**config.mk**
```make
export PLATFORM = sky130hd
export DESIGN_NAME = bus_distributor_1_in_n_out
export DESIGN_NICKNAME = d
export VERILOG_FILES = /design/src/rtl/bus_distributor_1_in_n_out.sv
export SDC_FILE = /design/constraint.sdc
export NUM_CORES = 1
export LEC_CHECK = 0
export ABC_AREA = 1
export BUFFER_PORTS_ARGS = -buffer_cell sky130_fd_sc_hd__buf_2
export CORE_ASPECT_RATIO = 0.75
export CORE_MARGIN = 4
export CORE_UTILIZATION = 51
export CTS_BUF_LIST = sky130_fd_sc_hd__clkbuf_16
export CTS_CLUSTER_DIAMETER = 30
export DETAILED_ROUTE_END_ITERATION = 10
export GPL_TIMING_DRIVEN = 0
export PLACE_DENSITY = 0.76
export SLEW_MARGIN = 20
export SYNTH_ARGS = -nofsm -noshare
export SYNTH_HDL_FRONTEND = slang
export SYNTH_SLANG_ARGS = --single-unit
```
**constraint.sdc**
```tcl
create_clock -name ap_clk -period 1.74 [get_ports ap_clk]
set_input_delay 0 -clock ap_clk [delete_from_list [all_inputs] [get_ports ap_clk]]
set_output_delay 0 -clock ap_clk [all_outputs]
set_load 0.005 [all_outputs]
```
**src/rtl/bus_distributor_1_in_n_out.sv**
```systemverilog
// One-input, N-output bus distributor: a small input FIFO feeds per-port
// one-entry output registers, with multicast delivery tracked per head beat.
module bus_distributor_1_in_n_out #(
    parameter int unsigned NUM_PORTS  = 2,
    parameter int unsigned BUS_WIDTH  = 8,
    parameter int unsigned FIFO_DEPTH = 2
) (
    input  logic                 ap_clk,
    input  logic                 areset_n,
    input  logic                 enable,
    input  logic                 in_valid,
    input  logic [BUS_WIDTH-1:0] in_data,
    input  logic [NUM_PORTS-1:0] in_dest,
    output logic                 in_ready,
    output logic [NUM_PORTS-1:0] out_valid,
    output logic [BUS_WIDTH-1:0] out_data [0:NUM_PORTS-1],
    input  logic [NUM_PORTS-1:0] out_ready,
    output logic [15:0]          drop_count,
    output logic                 busy
);

    localparam int unsigned PTR_W = $clog2(FIFO_DEPTH);
    localparam int unsigned CNT_W = PTR_W + 1;

    typedef enum logic [1:0] {
        ST_IDLE     = 2'd0,
        ST_DISPATCH = 2'd1,
        ST_PAUSED   = 2'd2
    } state_e;

    state_e               state_q, state_d;
    logic [BUS_WIDTH-1:0] mem_data_q [FIFO_DEPTH];
    logic [NUM_PORTS-1:0] mem_dest_q [FIFO_DEPTH];
    logic [PTR_W-1:0]     wr_ptr_q, rd_ptr_q;
    logic [CNT_W-1:0]     count_q, count_d;
    logic [NUM_PORTS-1:0] done_q, done_d;
    logic [NUM_PORTS-1:0] out_valid_q, out_valid_d;
    logic [BUS_WIDTH-1:0] out_data_q [NUM_PORTS];
    logic [BUS_WIDTH-1:0] out_data_d [NUM_PORTS];
    logic [15:0]          drop_count_q;

    logic                 push, pop, dispatch_en, drop_inc;
    logic [BUS_WIDTH-1:0] head_data;
    logic [NUM_PORTS-1:0] head_dest, pending, free, load;

    // Handshake, head-of-FIFO view and per-port dispatch decision
    always_comb begin
        in_ready    = areset_n & enable & (count_q < CNT_W'(FIFO_DEPTH));
        push        = in_valid & in_ready;
        head_data   = mem_data_q[rd_ptr_q];
        head_dest   = mem_dest_q[rd_ptr_q];
        pending     = head_dest & ~done_q;
        dispatch_en = (state_q == ST_DISPATCH) & enable;
        free        = ~out_valid_q | out_ready;
        load        = dispatch_en ? (pending & free) : '0;
        pop         = dispatch_en & ((pending & ~load) == '0);
        drop_inc    = pop & (head_dest == '0) & (drop_count_q != 16'hFFFF);
        count_d     = CNT_W'(count_q + CNT_W'(push) - CNT_W'(pop));
    end

    // Next state, delivered-port tracking and output register updates
    always_comb begin
        state_d     = state_q;
        done_d      = done_q;
        out_valid_d = out_valid_q;
        for (int unsigned i = 0; i < NUM_PORTS; i++) begin
            out_data_d[i] = out_data_q[i];
        end

        unique case (state_q)
            ST_IDLE: begin
                if (count_q != '0) begin
                    state_d = enable ? ST_DISPATCH : ST_PAUSED;
                end
            end
            ST_DISPATCH: begin
                if (!enable) begin
                    state_d = ST_PAUSED;
                end else if (pop && (count_d == '0)) begin
                    state_d = ST_IDLE;
                end
            end
            ST_PAUSED: begin
                if (enable) begin
                    state_d = ST_DISPATCH;
                end
            end
            default: state_d = ST_IDLE;
        endcase

        done_d = pop ? '0 : (done_q | load);

        // A load wins over a consume, so back-to-back beats keep valid high
        for (int unsigned i = 0; i < NUM_PORTS; i++) begin
            if (load[i]) begin
                out_valid_d[i] = 1'b1;
                out_data_d[i]  = head_data;
            end else if (out_valid_q[i] && out_ready[i]) begin
                out_valid_d[i] = 1'b0;
            end
        end
    end

    // Control state, FIFO and output registers
    always_ff @(posedge ap_clk or negedge areset_n) begin
        if (!areset_n) begin
            state_q      <= ST_IDLE;
            wr_ptr_q     <= '0;
            rd_ptr_q     <= '0;
            count_q      <= '0;
            done_q       <= '0;
            out_valid_q  <= '0;
            drop_count_q <= '0;
            for (int unsigned i = 0; i < FIFO_DEPTH; i++) begin
                mem_data_q[i] <= '0;
                mem_dest_q[i] <= '0;
            end
            for (int unsigned i = 0; i < NUM_PORTS; i++) begin
                out_data_q[i] <= '0;
            end
        end else begin
            state_q     <= state_d;
            count_q     <= count_d;
            done_q      <= done_d;
            out_valid_q <= out_valid_d;
            for (int unsigned i = 0; i < NUM_PORTS; i++) begin
                out_data_q[i] <= out_data_d[i];
            end
            if (push) begin
                mem_data_q[wr_ptr_q] <= in_data;
                mem_dest_q[wr_ptr_q] <= in_dest;
                wr_ptr_q             <= wr_ptr_q + PTR_W'(1);
            end
            if (pop) begin
                rd_ptr_q <= rd_ptr_q + PTR_W'(1);
            end
            if (drop_inc) begin
                drop_count_q <= drop_count_q + 16'd1;
            end
        end
    end

    // Output drive from registered state
    always_comb begin
        out_valid  = out_valid_q;
        drop_count = drop_count_q;
        busy       = (count_q != '0) | (|out_valid_q);
        for (int unsigned i = 0; i < NUM_PORTS; i++) begin
            out_data[i] = out_data_q[i];
        end
    end

endmodule

```
==> results of run 1 <==
path summary, 6_finish.rpt:
kind                        startpoint       endpoint  depth (start not counted)
setup / recovery              rd_ptr_q     state_q[0]                         13
hold / removal                areset_n    out_data[6]                          1
setup reg to reg              rd_ptr_q     state_q[0]                         13
hold reg to reg            out_data[6]    out_data[6]                          2
max in group asynchronous     areset_n  drop_count[0]                          1
min in group ap_clk             enable     state_q[1]                          3
cell type report:
type,instances,area share (%)
clock inverter,7,1.91
sequential,62,36.5
tap,78,2.29
inverter,37,3.38
clock buffer,9,5.30
buffer,6,1.27
timing repair buffer,91,14.1
multi-input combinational,267,35.3
logic make-up after synthesis:
family                   share of synthesized area [%]
adder cells (fa/ha/maj)                           1.21
AND/OR/NAND/NOR                                   30.6
XOR/XNOR                                          2.54
AO/OA/AOI/OAI                                     5.93
multiplexers                                      3.63
flip-flops                                        50.0
buffers and inverters                             6.17
power by group:
group	internal (mW)	switching (mW)	total (mW)
Sequential	1.96	0.341	2.31
Combinational	0.997	1.30	2.29
Clock	1.23	0.610	1.84
cells in the mapped netlist (all sizes together) (2+ instances only):
| cell | instances | area (sq um) |
|---|---|---|
| ha | 3 | 37.5 |
| nor2 | 30 | 163 |
| nand3 | 27 | 160 |
| buf | 5 | 46.3 |
| dfrtp | 62 | 1550 |
| nor3 | 2 | 21.3 |
| inv | 37 | 141 |
| o21ai | 32 | 160 |
| xnor2 | 5 | 43.8 |
| nand2 | 143 | 547 |
| xor2 | 4 | 35.0 |
| nand4 | 7 | 50.1 |
| mux2 | 10 | 113 |
routing by layer:
metal	up-vias	track usage [%]	part of all wire, %
met4	0	7.22	1.9
met1	1412	31.7	44
met3	19	5.12	8.0
met5	-	0	0
met2	157	35.1	46
li1	1388	-	-
worst max-delay path, cell delays in order, from the launching register on:
cell and delay (ns):
dfrtp_1 0.37, buf_6 0.14, inv_6 0.06, nand2_4 0.05
nand2_4 0.08, nand3_4 0.09, nand2_4 0.09, nor2_4 0.04
ha_4 0.25, inv_2 0.04, ha_4 0.20, nand3b_1 0.16
o21ai_1 0.16, nand2_1 0.07
what timing repair did:
action,4_1_cts,5_1_grt
setup buffers,10,17
gates resized for setup,7,24
gates cloned,0,1
hold endpoints to repair,85,62
pin swaps,4,10
setup endpoints to repair,12,46
per-stage QoR:
step	hold WS [ns]	std cells
6_report	-0.363	557
5_1_grt	-0.314	557
4_1_cts	-0.215	540
3_5_place_dp	0.130	501
3_3_place_gp	0.214	501
2_1_floorplan	-0.296	372
sequential cells by signal, summed over array words and instances (netlist names):
| register | count |
|---|---|
| drop_count | 16 |
| mem_data_q | 16 |
| out_data | 16 |
| mem_dest_q | 4 |
| count_q | 2 |
| done_q | 2 |
| out_valid | 2 |
| state_q | 2 |
| rd_ptr_q | 1 |
| wr_ptr_q | 1 |
==> results.py, run 1 <==
metrics = {
    "placement": {
        "port_buffers": 51,
        "place_area_sq_um": 3470,
        "place_ws_ns": -0.422,
        "gp_congestion": 0.903,
        "hpwlAfterDp_mm": 5.20,
    },
    "clock_network": {
        "h-tree-depth": 3,
        "clkLatencyLatePin_ns": 0.33,
        "path_clk_slew_ns": 0.05,
        "cts-root-buf": "clkbuf_16",
        "tritoncts": "done",
        "cts_sinks": 62,
        "cts_buffer_depth": 2,
        "numCtsBuffers": 9,
        "cts_hold_buffers": 13,
    },
    "global_routing": {
        "grt_max_degree": 64,
        "overflow": 0,
        "grt_pass1_vias": 2697,
        "grt.total_usage_pct": 22.5,
        "antenna_found_initial": 0,
        "grt_pass1_wl_mm": 13.0,
    },
    "final_layout": {
        "final_cell_mix": "nand2_1, dfrtp_1, buf_2",
        "fin_nets": 493,
        "final_common_cell": "nand2_1",
        "antennaDiodeCount": 0,
        "area_growth_syn_to_layout_pct": 37.0,
        "multi_input_area_sq_um": 1500,
        "design_area_sq_um": 4250,
        "ff_latch_area_sq_um": 1550,
        "nFillCells": 425,
        "drive_gt1_share_pct": 30.5,
        "fin_util_pct": 72.6,
    },
    "status": {
        "outcome": "complete, but fails checks",
        "failed_checks": "hold timing, setup timing",
    },
    "yosys": {
        "synthesis.nets": 391,
        "async_flop_share_pct": 100,
        "synth_seq_cells": 62,
        "synth_cells": 372,
        "synth_edf_count": 0,
        "yosysSeqAreaShare_pct": 50.0,
        "synth.cell_area_sq_um": 3100,
        "synth_flop_cell": "dfrtp_1",
        "ys_warn_count": 0,
        "netlist-cell-type-count": 27,
        "syn-mean-instance-area_sq_um": 8.34,
    },
    "sta": {
        "fin_hold_ws_ns": -0.363,
        "fin_crit_sh_pct": 111,
        "setup_viol": 2,
        "worst_pin_slew_ns": 0.551,
        "slew_viol_final": 0,
        "rsz0062_at_grt": "true",
        "relSlewSlack_pct": 63.2,
        "fmax_mhz": 518,
        "final.setup.tns_ns": -0.201,
        "final.min_clock_period_ns": 1.93,
        "hold_viol": 62,
        "fin_ws_ns": -0.191,
        "fin_skew_ns": 0.00621,
    },
    "setup_path": {
        "endpoint_kind": "register",
        "r2r_setup_slack_ns": -0.19,
        "worst-endpoint-required_ns": 1.95,
        "cp.arrival_ns": 2.14,
        "critPathKind": "reg2reg",
        "crit_fanout": 5,
        "startpoint_type": "register",
    },
    "detailed_routing": {
        "drt_wl_total_mm": 8.50,
        "wl_per_cell_microns": 15.3,
        "drc": 0,
        "dr.pass1.iters": 6,
        "drtIter0Drc": 227,
        "vias": 2976,
        "postRouteAntennaNets": 0,
        "vias_per_cell": 5.34,
    },
    "power_and_ir_drop": {
        "power_density_nw_per_um2": 1510,
        "ir_drop_mv": 0.659,
        "finalPower_mw": 6.44,
        "p_leak_nw": 2.18,
    },
    "worst_hold_path": {
        "hold_class": "in2async",
    },
    "floorplan": {
        "rows": 24,
        "die_w_microns": 98.1,
        "die_area_sq_um": 7410,
        "dieHeight_microns": 75.6,
        "io_pins": 52,
        "fp.coreArea_sq_um": 5860,
        "initial_core_util_pct": 53.0,
    },
    "flow_run": {
        "cap_violations": 0,
    },
}
No activity file was read; power rests on OpenSTA's default activity.
==> inputs of run 2 (changes only) <==
--- a/config.mk
+++ b/config.mk
@@ -7,7 +7,6 @@
 export LEC_CHECK = 0
 export ABC_AREA = 1
 export BUFFER_PORTS_ARGS = -buffer_cell sky130_fd_sc_hd__buf_2
-export CORE_ASPECT_RATIO = 0.75
 export CORE_MARGIN = 4
 export CORE_UTILIZATION = 51
 export CTS_BUF_LIST = sky130_fd_sc_hd__clkbuf_16
@@ -15,6 +14,7 @@
 export DETAILED_ROUTE_END_ITERATION = 10
 export GPL_TIMING_DRIVEN = 0
 export PLACE_DENSITY = 0.76
+export REMOVE_ABC_BUFFERS = 1
 export SLEW_MARGIN = 20
 export SYNTH_ARGS = -nofsm -noshare
 export SYNTH_HDL_FRONTEND = slang
==> run 2 against run 1 <==
Net effect:
- the run still ends with hold timing, setup timing left
- flip-flop and latch count stayed put
- non-clock buffer count shrank 17
- clock power about the same
- routed wire length decreased by 9.1%
- utilization shrank 2.8 points
- combinational power fell by 11%
- maximum frequency grew 3.9%
- global-route usage fell by 0.83 points
- clock-buffer cell count is the same
- critical path depth is 2 lower
- die area fell by 0.18%
- final area down 2.7%
- critical path type unchanged
- critical endpoint unchanged
- highest routed layer unchanged
==> results.py, run 2 (synthesis gave the netlist of run 1 again) <==
metrics = {
    "sta": {
        "final.min_clock_period_ns": 1.86,
        "fin_skew_ns": 0.00699,
        "rsz0062_at_grt": "true",
        "fin_ws_ns": -0.119,
        "fin_crit_sh_pct": 107,
        "hold_viol": 62,
        "slew_viol_final": 0,
        "relSlewSlack_pct": 61.8,
        "fin_hold_ws_ns": -0.359,
        "setup_viol": 10,
        "final.setup.tns_ns": -0.280,
        "worst_pin_slew_ns": 0.573,
        "fmax_mhz": 538,
    },
    "clock_network": {
        "h-tree-depth": 3,
        "cts-root-buf": "clkbuf_16",
        "tritoncts": "done",
        "clkLatencyLatePin_ns": 0.32,
        "path_clk_slew_ns": 0.05,
        "cts_sinks": 62,
        "cts_buffer_depth": 2,
        "numCtsBuffers": 9,
        "cts_hold_buffers": 13,
    },
    "power_and_ir_drop": {
        "p_leak_nw": 2.12,
        "ir_drop_mv": 0.897,
        "power_density_nw_per_um2": 1500,
    },
    "setup_path": {
        "critPathKind": "reg2reg",
        "startpoint": "out_valid[1]",
        "worst-endpoint-required_ns": 1.95,
        "r2r-start": "out_valid[1]",
        "startpoint_type": "register",
        "endpoint_kind": "register",
        "crit_fanout": 3,
        "cp.arrival_ns": 2.07,
    },
    "status": {
        "failed_checks": "hold timing, setup timing",
        "outcome": "complete, but fails checks",
    },
    "final_layout": {
        "area_growth_syn_to_layout_pct": 33.3,
        "drive_gt1_share_pct": 27.8,
        "antennaDiodeCount": 0,
        "design_area_sq_um": 4140,
        "fin_nets": 478,
        "nFillCells": 455,
        "final_common_cell": "nand2_1",
        "final_cell_mix": "nand2_1, dfrtp_1, buf_2",
    },
    "detailed_routing": {
        "postRouteAntennaNets": 0,
        "drtIter0Drc": 200,
        "vias_per_cell": 5.18,
        "vias": 2793,
        "drt_wl_total_mm": 7.73,
        "dr.pass1.iters": 4,
        "drc": 0,
        "wl_per_cell_microns": 14.3,
    },
    "global_routing": {
        "grt_max_degree": 64,
        "grt.total_usage_pct": 21.6,
        "overflow": 0,
        "grt_pass1_vias": 2824,
        "antenna_found_initial": 0,
        "grt_pass1_wl_mm": 12.5,
    },
    "placement": {
        "place_area_sq_um": 3410,
        "port_buffers": 51,
        "hpwlAfterDp_mm": 4.60,
        "gp_congestion": 0.813,
    },
    "floorplan": {
        "rows": 28,
        "io_pins": 52,
        "fp.coreArea_sq_um": 5920,
        "die_area_sq_um": 7400,
        "die_w_microns": 86.0,
        "dieHeight_microns": 86.0,
        "initial_core_util_pct": 52.4,
    },
    "flow_run": {
        "cap_violations": 0,
    },
    "worst_hold_path": {
        "hold_class": "in2async",
    },
}
[run 2: layout make-up]
type	count	area, sq um	area share (%)
Clock buffer	9	225	5.44
Multi-Input combinational cell	269	1510	36.6
Tap cell	75	93.8	2.27
Sequential cell	62	1550	37.6
Timing Repair Buffer	80	528	12.8
Inverter	37	141	3.42
Clock inverter	7	81.3	1.97
[run 2: metal layers]
layer / global-route usage, % / wire, microns / up-vias
met1: 25.4 / 3090 / 1314
li1: - / - / 1376
met5: 0 / 0 / -
met3: 5.67 / 417 / 21
met2: 36.5 / 4000 / 82
met4: 10.8 / 223 / 0
[run 2: power by group]
group          switching [mW]  internal, mW  leakage, nW
sequential              0.362          1.97        0.799
clock                   0.604          1.23        0.159
combinational            1.13         0.898         1.16
[run 2: per-stage QoR]
step           power (mW)  worst slack [ns]  util [%]  std cells  hold slack (ns)
6_report             6.19            -0.119      69.9        539           -0.359
5_1_grt              6.61            -0.177      69.9        539           -0.318
4_1_cts              5.99            -0.115      67.5        531           -0.214
3_5_place_dp         3.89            -0.590      57.5        492            0.131
3_3_place_gp         3.81            -0.862      57.5        492            0.207
2_1_floorplan        3.32            -0.317         -        366           -0.296
[run 2: worst max-delay path, cell delays in order (launching register included)]
cell      delay (ns)
dfrtp_1         0.34
inv_1           0.07
nor2_2          0.23
nand3_2         0.13
nand2_2         0.10
nor2_4          0.05
ha_4            0.25
inv_2           0.03
ha_4            0.20
nand3b_1        0.14
o21ai_1         0.13
nand2_1         0.06
[run 2: final timing paths]
check | end | slack, ns | cells after the start
setup reg to reg | state_q[0] | -0.12 | 11
max in group asynchronous | drop_count[11] | 1.64 | 1
hold reg to reg | out_data[3] | 0.46 | 2
hold / removal | drop_count[3] | -0.36 | 1
min in group ap_clk | wr_ptr_q | 0.09 | 4
setup / recovery | state_q[0] | -0.12 | 11
[run 2: timing repair]
item,in CTS,in global routing
hold endpoints to repair,85,62
gates resized for setup,17,13
pin swaps,8,9
setup endpoints to repair,36,33
buffers inserted,9,7
cloned,1,1
